===== src/rtl/uart_rx_hex_display.sv =====
// uart_rx_hex_display
//   UART receiver (8N1, or 8E1 when UART_RX_PARITY_EN is defined) that turns
//   ASCII hex characters into a 6-digit nibble array for the 7-segment scan
//   encoder. Each hex character shifts in as the newest digit. ESC (0x1B)
//   clears the display. Any other correctly framed byte raises char_err.
//
//   Optional build macro: UART_RX_PARITY_EN (adds an even-parity bit before stop)
//
// Ports
//   clk        system clock
//   rst        asynchronous, active-high reset
//   rxd        serial receive line (idles high, asynchronous to clk)
//   disp_data  six 4-bit digits, [3:0] newest, [23:20] oldest
//   byte_data  last correctly framed byte
//   byte_valid one-cycle pulse when byte_data updates
//   frame_err  one-cycle pulse on bad stop bit (or bad parity)
//   char_err   one-cycle pulse (with byte_valid) when the byte is not hex/ESC
module uart_rx_hex_display #(
  parameter int CLK_FREQ = 50000000,
  parameter int BAUD     = 115200
) (
  input  logic        clk,
  input  logic        rst,
  input  logic        rxd,
  output logic [23:0] disp_data,
  output logic [7:0]  byte_data,
  output logic        byte_valid,
  output logic        frame_err,
  output logic        char_err
);

  localparam int CLKS_PER_BIT = CLK_FREQ / BAUD;
  localparam int HALF_BIT     = CLKS_PER_BIT / 2;
  localparam int CNT_W        = $clog2(CLKS_PER_BIT);

  // Counter reload values: the counter counts down to zero, so a reload of
  // N-1 yields a sample N cycles later.
  localparam logic [CNT_W-1:0] HALF_RELOAD = CNT_W'(HALF_BIT - 1);
  localparam logic [CNT_W-1:0] FULL_RELOAD = CNT_W'(CLKS_PER_BIT - 1);

  localparam logic [2:0] IDLE   = 3'd0;
  localparam logic [2:0] START  = 3'd1;
  localparam logic [2:0] DATA   = 3'd2;
  localparam logic [2:0] STOP   = 3'd3;
`ifdef UART_RX_PARITY_EN
  localparam logic [2:0] PARITY = 3'd4;
  localparam logic [2:0] DRAIN  = 3'd5;
`endif

  localparam logic [7:0] ASCII_ESC = 8'h1B;

  // Returns {is_hex, nibble} for an ASCII character.
  function automatic logic [4:0] hex_decode(input logic [7:0] c);
    logic [4:0] r;
    r = 5'd0;
    if (c >= 8'h30 && c <= 8'h39)      r = {1'b1, 4'(c - 8'h30)};
    else if (c >= 8'h41 && c <= 8'h46) r = {1'b1, 4'(c - 8'h37)};
    else if (c >= 8'h61 && c <= 8'h66) r = {1'b1, 4'(c - 8'h57)};
    return r;
  endfunction

  logic             rxd_p0, rxd_p1, rxd_p2;
  logic             fall;
  logic [2:0]       state;
  logic [CNT_W-1:0] baud_cnt;
  logic [2:0]       bit_idx;
  logic [7:0]       shift_p2;
  logic             done_p3;
  logic             ferr_p3;
  logic [4:0]       dec;
`ifdef UART_RX_PARITY_EN
  logic             par_bad;
`endif

  // ---- stage p0/p1: two-flop synchronizer, p2: edge register ----
  always_ff @(posedge clk or posedge rst) begin
    if (rst) begin
      rxd_p0 <= 1'b1;
      rxd_p1 <= 1'b1;
      rxd_p2 <= 1'b1;
    end else begin
      rxd_p0 <= rxd;
      rxd_p1 <= rxd_p0;
      rxd_p2 <= rxd_p1;
    end
  end

  assign fall = rxd_p2 & ~rxd_p1;

  // ---- stage p2: frame state machine, samples the synchronized line ----
  always_ff @(posedge clk or posedge rst) begin
    if (rst) begin
      state    <= IDLE;
      baud_cnt <= '0;
      bit_idx  <= '0;
      done_p3  <= 1'b0;
      ferr_p3  <= 1'b0;
`ifdef UART_RX_PARITY_EN
      par_bad  <= 1'b0;
`endif
    end else begin
      done_p3 <= 1'b0;
      ferr_p3 <= 1'b0;
      case (state)
        IDLE: begin
          if (fall) begin
            baud_cnt <= HALF_RELOAD;
            state    <= START;
          end
        end
        START: begin
          if (baud_cnt != '0) begin
            baud_cnt <= baud_cnt - 1'b1;
          end else if (!rxd_p1) begin
            state    <= DATA;
            bit_idx  <= '0;
            baud_cnt <= FULL_RELOAD;
          end else begin
            // Line is high again at mid start bit: a glitch, not a frame.
            state <= IDLE;
          end
        end
        DATA: begin
          if (baud_cnt != '0) begin
            baud_cnt <= baud_cnt - 1'b1;
          end else begin
            baud_cnt <= FULL_RELOAD;
            bit_idx  <= bit_idx + 3'd1;
            if (bit_idx == 3'd7) begin
`ifdef UART_RX_PARITY_EN
              state <= PARITY;
`else
              state <= STOP;
`endif
            end
          end
        end
`ifdef UART_RX_PARITY_EN
        PARITY: begin
          if (baud_cnt != '0) begin
            baud_cnt <= baud_cnt - 1'b1;
          end else begin
            par_bad  <= (^shift_p2) ^ rxd_p1;
            baud_cnt <= FULL_RELOAD;
            state    <= STOP;
          end
        end
        DRAIN: begin
          // Parity failed: sit out the rest of the stop bit before re-arming.
          if (baud_cnt != '0) baud_cnt <= baud_cnt - 1'b1;
          else                state    <= IDLE;
        end
`endif
        STOP: begin
          if (baud_cnt != '0) begin
            baud_cnt <= baud_cnt - 1'b1;
          end else begin
            state <= IDLE;
`ifdef UART_RX_PARITY_EN
            if (par_bad) begin
              ferr_p3  <= 1'b1;
              baud_cnt <= HALF_RELOAD;
              state    <= DRAIN;
            end else
`endif
            if (rxd_p1) done_p3 <= 1'b1;
            else        ferr_p3 <= 1'b1;
          end
        end
        default: state <= IDLE;
      endcase
    end
  end

  // Data shift register: LSB arrives first, so new bits enter at the top.
  always_ff @(posedge clk) begin
    if (state == DATA && baud_cnt == '0) shift_p2 <= {rxd_p1, shift_p2[7:1]};
  end

  assign dec = hex_decode(shift_p2);

  // ---- stage p3: byte output and display update ----
  always_ff @(posedge clk or posedge rst) begin
    if (rst) begin
      disp_data  <= '0;
      byte_data  <= '0;
      byte_valid <= 1'b0;
      frame_err  <= 1'b0;
      char_err   <= 1'b0;
    end else begin
      byte_valid <= done_p3;
      frame_err  <= ferr_p3;
      char_err   <= 1'b0;
      if (done_p3) begin
        byte_data <= shift_p2;
        if (dec[4])                      disp_data <= {disp_data[19:0], dec[3:0]};
        else if (shift_p2 == ASCII_ESC)  disp_data <= '0;
        else                             char_err  <= 1'b1;
      end
    end
  end

endmodule


===== config.mk =====
export PLATFORM = sky130hd
export DESIGN_NAME = uart_rx_hex_display
export DESIGN_NICKNAME = d
export VERILOG_FILES = /design/src/rtl/uart_rx_hex_display.sv
export SDC_FILE = /design/constraint.sdc
export NUM_CORES = 1
export LEC_CHECK = 0
export ABC_AREA = 1
export BUFFER_PORTS_ARGS = -buffer_cell sky130_fd_sc_hd__buf_2
export CORE_UTILIZATION = 28
export CTS_CLUSTER_SIZE = 16
export DETAILED_ROUTE_END_ITERATION = 10
export HOLD_SLACK_MARGIN = 0.15
export SLEW_MARGIN = 20
export SYNTH_ARGS = -nofsm -noshare
export SYNTH_HDL_FRONTEND = slang
export SYNTH_SLANG_ARGS = --single-unit
export TNS_END_PERCENT = 5

===== constraint.sdc =====
create_clock -name clk -period 1.7 [get_ports clk]
set_input_delay 0.17 -clock clk [delete_from_list [all_inputs] [get_ports clk]]
set_output_delay 0.17 -clock clk [all_outputs]
set_load 0.03 [all_outputs]

After elaboration in Yosys (flattened, before gate mapping). Cells that the tools add are included.

Memories kept: 0. ROM bits: 0. Output and inout bits: 35. Latch bits: 0. Bits in registers: 63. Memory bits (writable): 0.

Bitwise gates (word level): 2. Divide/modulo/power cells: 0. Eq/ne operators: 13. Add/sub/neg operators: 5. Multipliers: 0. Shifts and indexed selects: 0. $lt $le $gt $ge: 6. Multiplexer cells: 31. Reduce and logical (&&, ||, !) cells: 14.

Operator list (number): 24-bit two-way mux (2); 9-bit two-way mux (5); 9-bit case mux with 4 select lines (1); 3-bit two-way mux (8); 8-bit by 7-bit >= comparator with 1-bit output (second input constant) (2); 8-bit by 7-bit less-or-equal comparator with 1-bit output (second input constant) (2); 5-bit two-way mux (3); 2-bit inequality test (second input constant) (7); 3-bit case mux with 4 select lines (1); 9-bit logical NOT (1); 1-bit two-way mux (9); 9-bit nonzero test (1); 9-bit by 1-bit subtractor with 9-bit output (second input constant) (1); 8-bit by 5-bit equality test with 1-bit output (second input constant) (1); 8-bit by 6-bit >= comparator with 1-bit output (second input constant) (1); 8-bit by 6-bit less-or-equal comparator with 1-bit output (second input constant) (1); 4-bit AND reduction (2); 4-bit by 3-bit subtractor with 4-bit output (second input constant) (2); 3-bit by 2-bit equality test with 1-bit output (second input constant) (2); 3-bit case mux with 2 select lines (1); 5-bit AND reduction (1); 1-bit logical AND (4); 2-bit nonzero test (2); 4-bit nonzero test (1); other kinds (10) (10).

Longest topological paths before layout.
Depth after elaboration: 7. Mapped depth: 11. Mapped depth without buffers: 10.

Worst setup path before layout. OpenSTA, ideal clock, no wires.

Kind: reg-to-reg. From: register baud_cnt[0]. To: register shift_p2[0] (enable). Slack: 0.150 ns. Data required time: 1.375 ns. Arrival time: 1.226 ns. Clock period less this slack: 1.550 ns. Setup time: 0.325 ns. Stages on the path, launching flop included: 7. Path through: dfrtp_1 -> inv_1 -> ha_1 -> nand2_4 -> nor2_8 -> nand2_4 -> nor2_4.

Cells in the longest elaborated chain, start to end: 2.

RTL lines: from (decl) (line 65) `logic [CNT_W-1:0] baud_cnt;`; from (signal assigned) (line 113) `baud_cnt <= baud_cnt - 1'b1;`; from (signal assigned) (line 125) `baud_cnt <= baud_cnt - 1'b1;`; from (signal assigned) (line 156) `baud_cnt <= baud_cnt - 1'b1;`; 9-bit logical NOT (line 177) `if (state == DATA && baud_cnt == '0) shift_p2 <= {rxd_p1, shift_p2[7:1]};`; 1-bit logical AND (line 177); to (signal assigned) (line 177); to (decl) (line 67) `logic [7:0] shift_p2;`.

Every way passes these cells. A chain may end at the register's enable or synchronous reset.

Worst setup path after layout.
From: register shift_p2[1]. To: register disp_data[2].

Cells in the longest elaborated chain, start to end: 7. Elaborated cells between the ends (all ways): 19. Those cells by class: add/sub: 3; order compare: 6; eq/ne: 1; mux: 4; reduce/logical: 5.

RTL lines: 8-bit by 7-bit >= comparator with 1-bit output or 8-bit by 7-bit less-or-equal comparator with 1-bit output (tied branches) (line 58) `else if (c >= 8'h61 && c <= 8'h66) r = {1'b1, 4'(c - 8'h57)};`; 1-bit logical AND (line 58); 5-bit two-way mux (line 58); 5-bit two-way mux (line 57) `else if (c >= 8'h41 && c <= 8'h46) r = {1'b1, 4'(c - 8'h37)};`; 5-bit two-way mux (line 56) `if (c >= 8'h30 && c <= 8'h39) r = {1'b1, 4'(c - 8'h30)};`; 2-bit nonzero test (no source line); 2-bit AND reduction (no source line); to (signal assigned) (line 196) `if (dec[4]) disp_data <= {disp_data[19:0], dec[3:0]};`; to (decl) (line 25) `output logic [23:0] disp_data,`.

Several ways; a longest one is shown, not always the timed one.

==> summary.md <==
| Metric | Value |
|---|---|
| Setup ws final | 101 ps |
| Number of H-tree levels | 3 |
| Switching share of power | 33.9% |
| Max-slew violation count | 0 |
| Total CTS buffers | 9 |
| Ports | 38 |
| CP startpoint kind | flip-flop |
| Reg power frac | 42.2% |
| DR pass1 iterations | 4 |
| Post-CTS setup buffers | 0 |
| DRT antenna net count | 0 |
| GRT Util Overall | 11.2% |
| Max VDD drop | 434 uV |
| Core area | 10,400 um2 |
| Chip height | 106 um |
| Clk pwr share | 30.9% |
| Slew of the pin with the lowest slew margin | 438 ps |
| Fill cell count | 1,086 |
| Root Buffer | clkbuf_8 |
| Multi-input gate area | 1300 um2 |
| Gpl congestion | 0.790 |
| Internal | 2.73 mW |
| Post-route DRC | 0 |
| P_sw | 1.40 mW |
| Avg Synthesized Cell Area | 9.42 um2 |
| CTS tree | yes |
| FMAX | 625 MHz |
| Reg area | 1600 um2 |
| Max-cap viol count | 0 |
| Fraction of layout cells with a size suffix above 1 | 31.9% |
| Number of enable flip-flop cells after synthesis | 8 |
| Global-route wire length before repair | 10,000 um |
| Fin nets | 382 |
| Initial antenna violation count | 0 |
| Pwr Density | 1150 nW/um2 |
| Final wirelength | 5780 um |
| RSZ-0062 raised after global routing | yes |
| FF+latch count, synth | 62 |
| Ys flop type | dfrtp_1 |
| Cell Area, Synth | 3030 um2 |
| Largest net degree at the start of global routing | 55 |
| YS warnings | 0 |
| Net Count, Synth | 335 |
| Site Rows | 37 |
| Vias | 2,245 |
| Req. time, crit path | 1980 ps |
| Crit path max fanout | 24 |
| Clock Skews | 9.41 ps |
| PortBufs | 37 |
| Vias in the first global route | 2,172 |
| Leakage | 1.86 nW |
| Die X | 106 um |
| Final Hold Viols | 0 |
| Slew HR | 70.8% |
| Async S/R FF share, synth | 87.1% |
| Setup-failing EPs final | 0 |
| Power Total | 4.14 mW |
| Total gr overflow | 0 |
| Synth cell types | 36 |
| CTS Buffer Depth | 2 |
| Final HPWL DP | 4010 um |
| DR iter-0 viols | 130 |
| Wire per inst | 11.4 um |
| Minimum clock period | 1600 ps |
| Initial Util | 29.0% |
| Antenna fix cells | 0 |
| Via density | 4.41 |
| Seq/Total Area, Yosys | 52.7% |
| Status | finished clean |
| Die ar. | 11,200 um2 |
| Setup WS pre-CTS | 3.93 ps |
| Top cells by count, synth | nand2_1, dfrtp_1, nand3_1, nand2_2, inv_1 |
| Largest area contributor in the netlist | dfrtp_1 |
| Top cell type's share of synthesized area | 42.2% |
| Synth Instances | 321 |
| Sink Count | 62 |
| Syn-to-layout area delta | 19.2% |
| Crit path kind | flip-flop to flip-flop |
| Top-count cell post-synth | nand2_1 |
| Leading cell types by total area after synthesis | dfrtp_1, nand2_1, edfxtp_1, nand3_1, nand2_2 |
| CP Capture Type | flip-flop |
| Type of the worst min-delay path | flip-flop to flip-flop |
| CTS clk-pin slew, worst paths | 70 ps |
| WP data arrival | 1880 ps |
| Worst skew pair latency | 340 ps |
| Part of the power in combinational logic | 26.9% |
| Tcrit/Tclk final | 94.1% |
==> cell usage in the layout (no fill, tap or decap), drive strengths merged <==
cell and count:
a21o 1, a21oi 4, buf 42, bufinv 1, clkbuf 12, clkinv 2, dfrtp 51, dfstp 3
dlygate4sd3 2, edfxtp 8, ha 11, inv 26, nand2 112, nand3 39, nand3b 2, nand4 3
nor2 25, nor3 4, o21ai 21, o21bai 1, xnor2 1, xor2 2
==> critical path: stages, from the launching register on <==
cell and delay [ps]:
edfxtp_1 380, inv_1 140, ha_1 180, nand2_2 70
nor2_2 70, nand2_1 80, nand2_2 130, nand3_4 120
nand2_8 200, nand2_1 80, nand2_1 80
==> metal layers <==
| layer | global-route usage [%] | vias up | part of all wire [%] |
|---|---|---|---|
| met1 | 14.1 | 1063 | 48 |
| met3 | 2.45 | 9 | 3.6 |
| li1 | - | 1130 | - |
| met2 | 17.8 | 43 | 46 |
| met4 | 5.95 | 0 | 2.3 |
| met5 | 0 | - | 0 |
==> power by group through the flow <==
stage / clock network (mW) / logic, mW / registers [mW]
after floorplan: 0 / 0.882 / 1.75
after global placement: 0 / 1.08 / 1.76
final: 1.28 / 1.11 / 1.75
after CTS: 1.32 / 1.11 / 1.74
after detailed placement: 0 / 1.11 / 1.77
after global routing: 1.38 / 1.27 / 1.77
==> registers in the layout, summed over array words and instances, names as in the netlist, 2 cells and up <==
register,cells
baud_cnt,9
bit_idx,3
byte_data,8
disp_data,24
shift_p2,8
state,2
==> per-stage QoR <==
step                instances  area [um2]  hold slack (ps)  TNS (ps)  util, %
floorplan                 321        3030              174         0        -
global placement          491        3360              246         0     32.3
detailed placement        491        3360              247         0     32.3
global route              509        3610              364     -89.2     34.6
finish                    509        3610              351         0     34.6
CTS                       509        3580              354         0     34.3
==> cells by family after synthesis <==
| kind of cell | count (synthesis) | synth area share, % |
|---|---|---|
| adder cells (fa/ha/maj) | 11 | 4.55 |
| flip-flops | 62 | 52.7 |
| AO/OA/AOI/OAI | 27 | 5.00 |
| AND/OR/NAND/NOR | 185 | 31.5 |
| buffers and inverters | 33 | 5.38 |
| XOR/XNOR | 3 | 0.869 |
==> final cells by class <==
type / count / share of cell area [%]
Clock inverter: 4 / 1.28
Tap cell: 136 / 4.72
Multi-Input combinational cell: 226 / 35.9
Inverter: 25 / 2.67
Clock buffer: 12 / 4.02
Timing Repair Buffer: 44 / 7.08
Sequential cell: 62 / 44.3
==> worst paths after layout <==
path | start | to | slack, ps | depth (start not counted)
worst max register to register | shift_p2[1] | disp_data[2] | 100 | 10
worst min-delay path | ferr_p3 | frame_err | 350 | 0
worst min register to register | ferr_p3 | frame_err | 350 | 0
max in group asynchronous | rst | rxd_p2 | 1000 | 4
min in group asynchronous | rst | disp_data[9] | 420 | 4
worst max-delay path | shift_p2[1] | disp_data[2] | 100 | 10
==> repair_timing <==
action	CTS	global route
setup endpoints to repair	0	40
hold buffers	2	0
hold endpoints to repair	55	0
resized for setup	0	12
No activity file was read; power rests on OpenSTA's default activity.
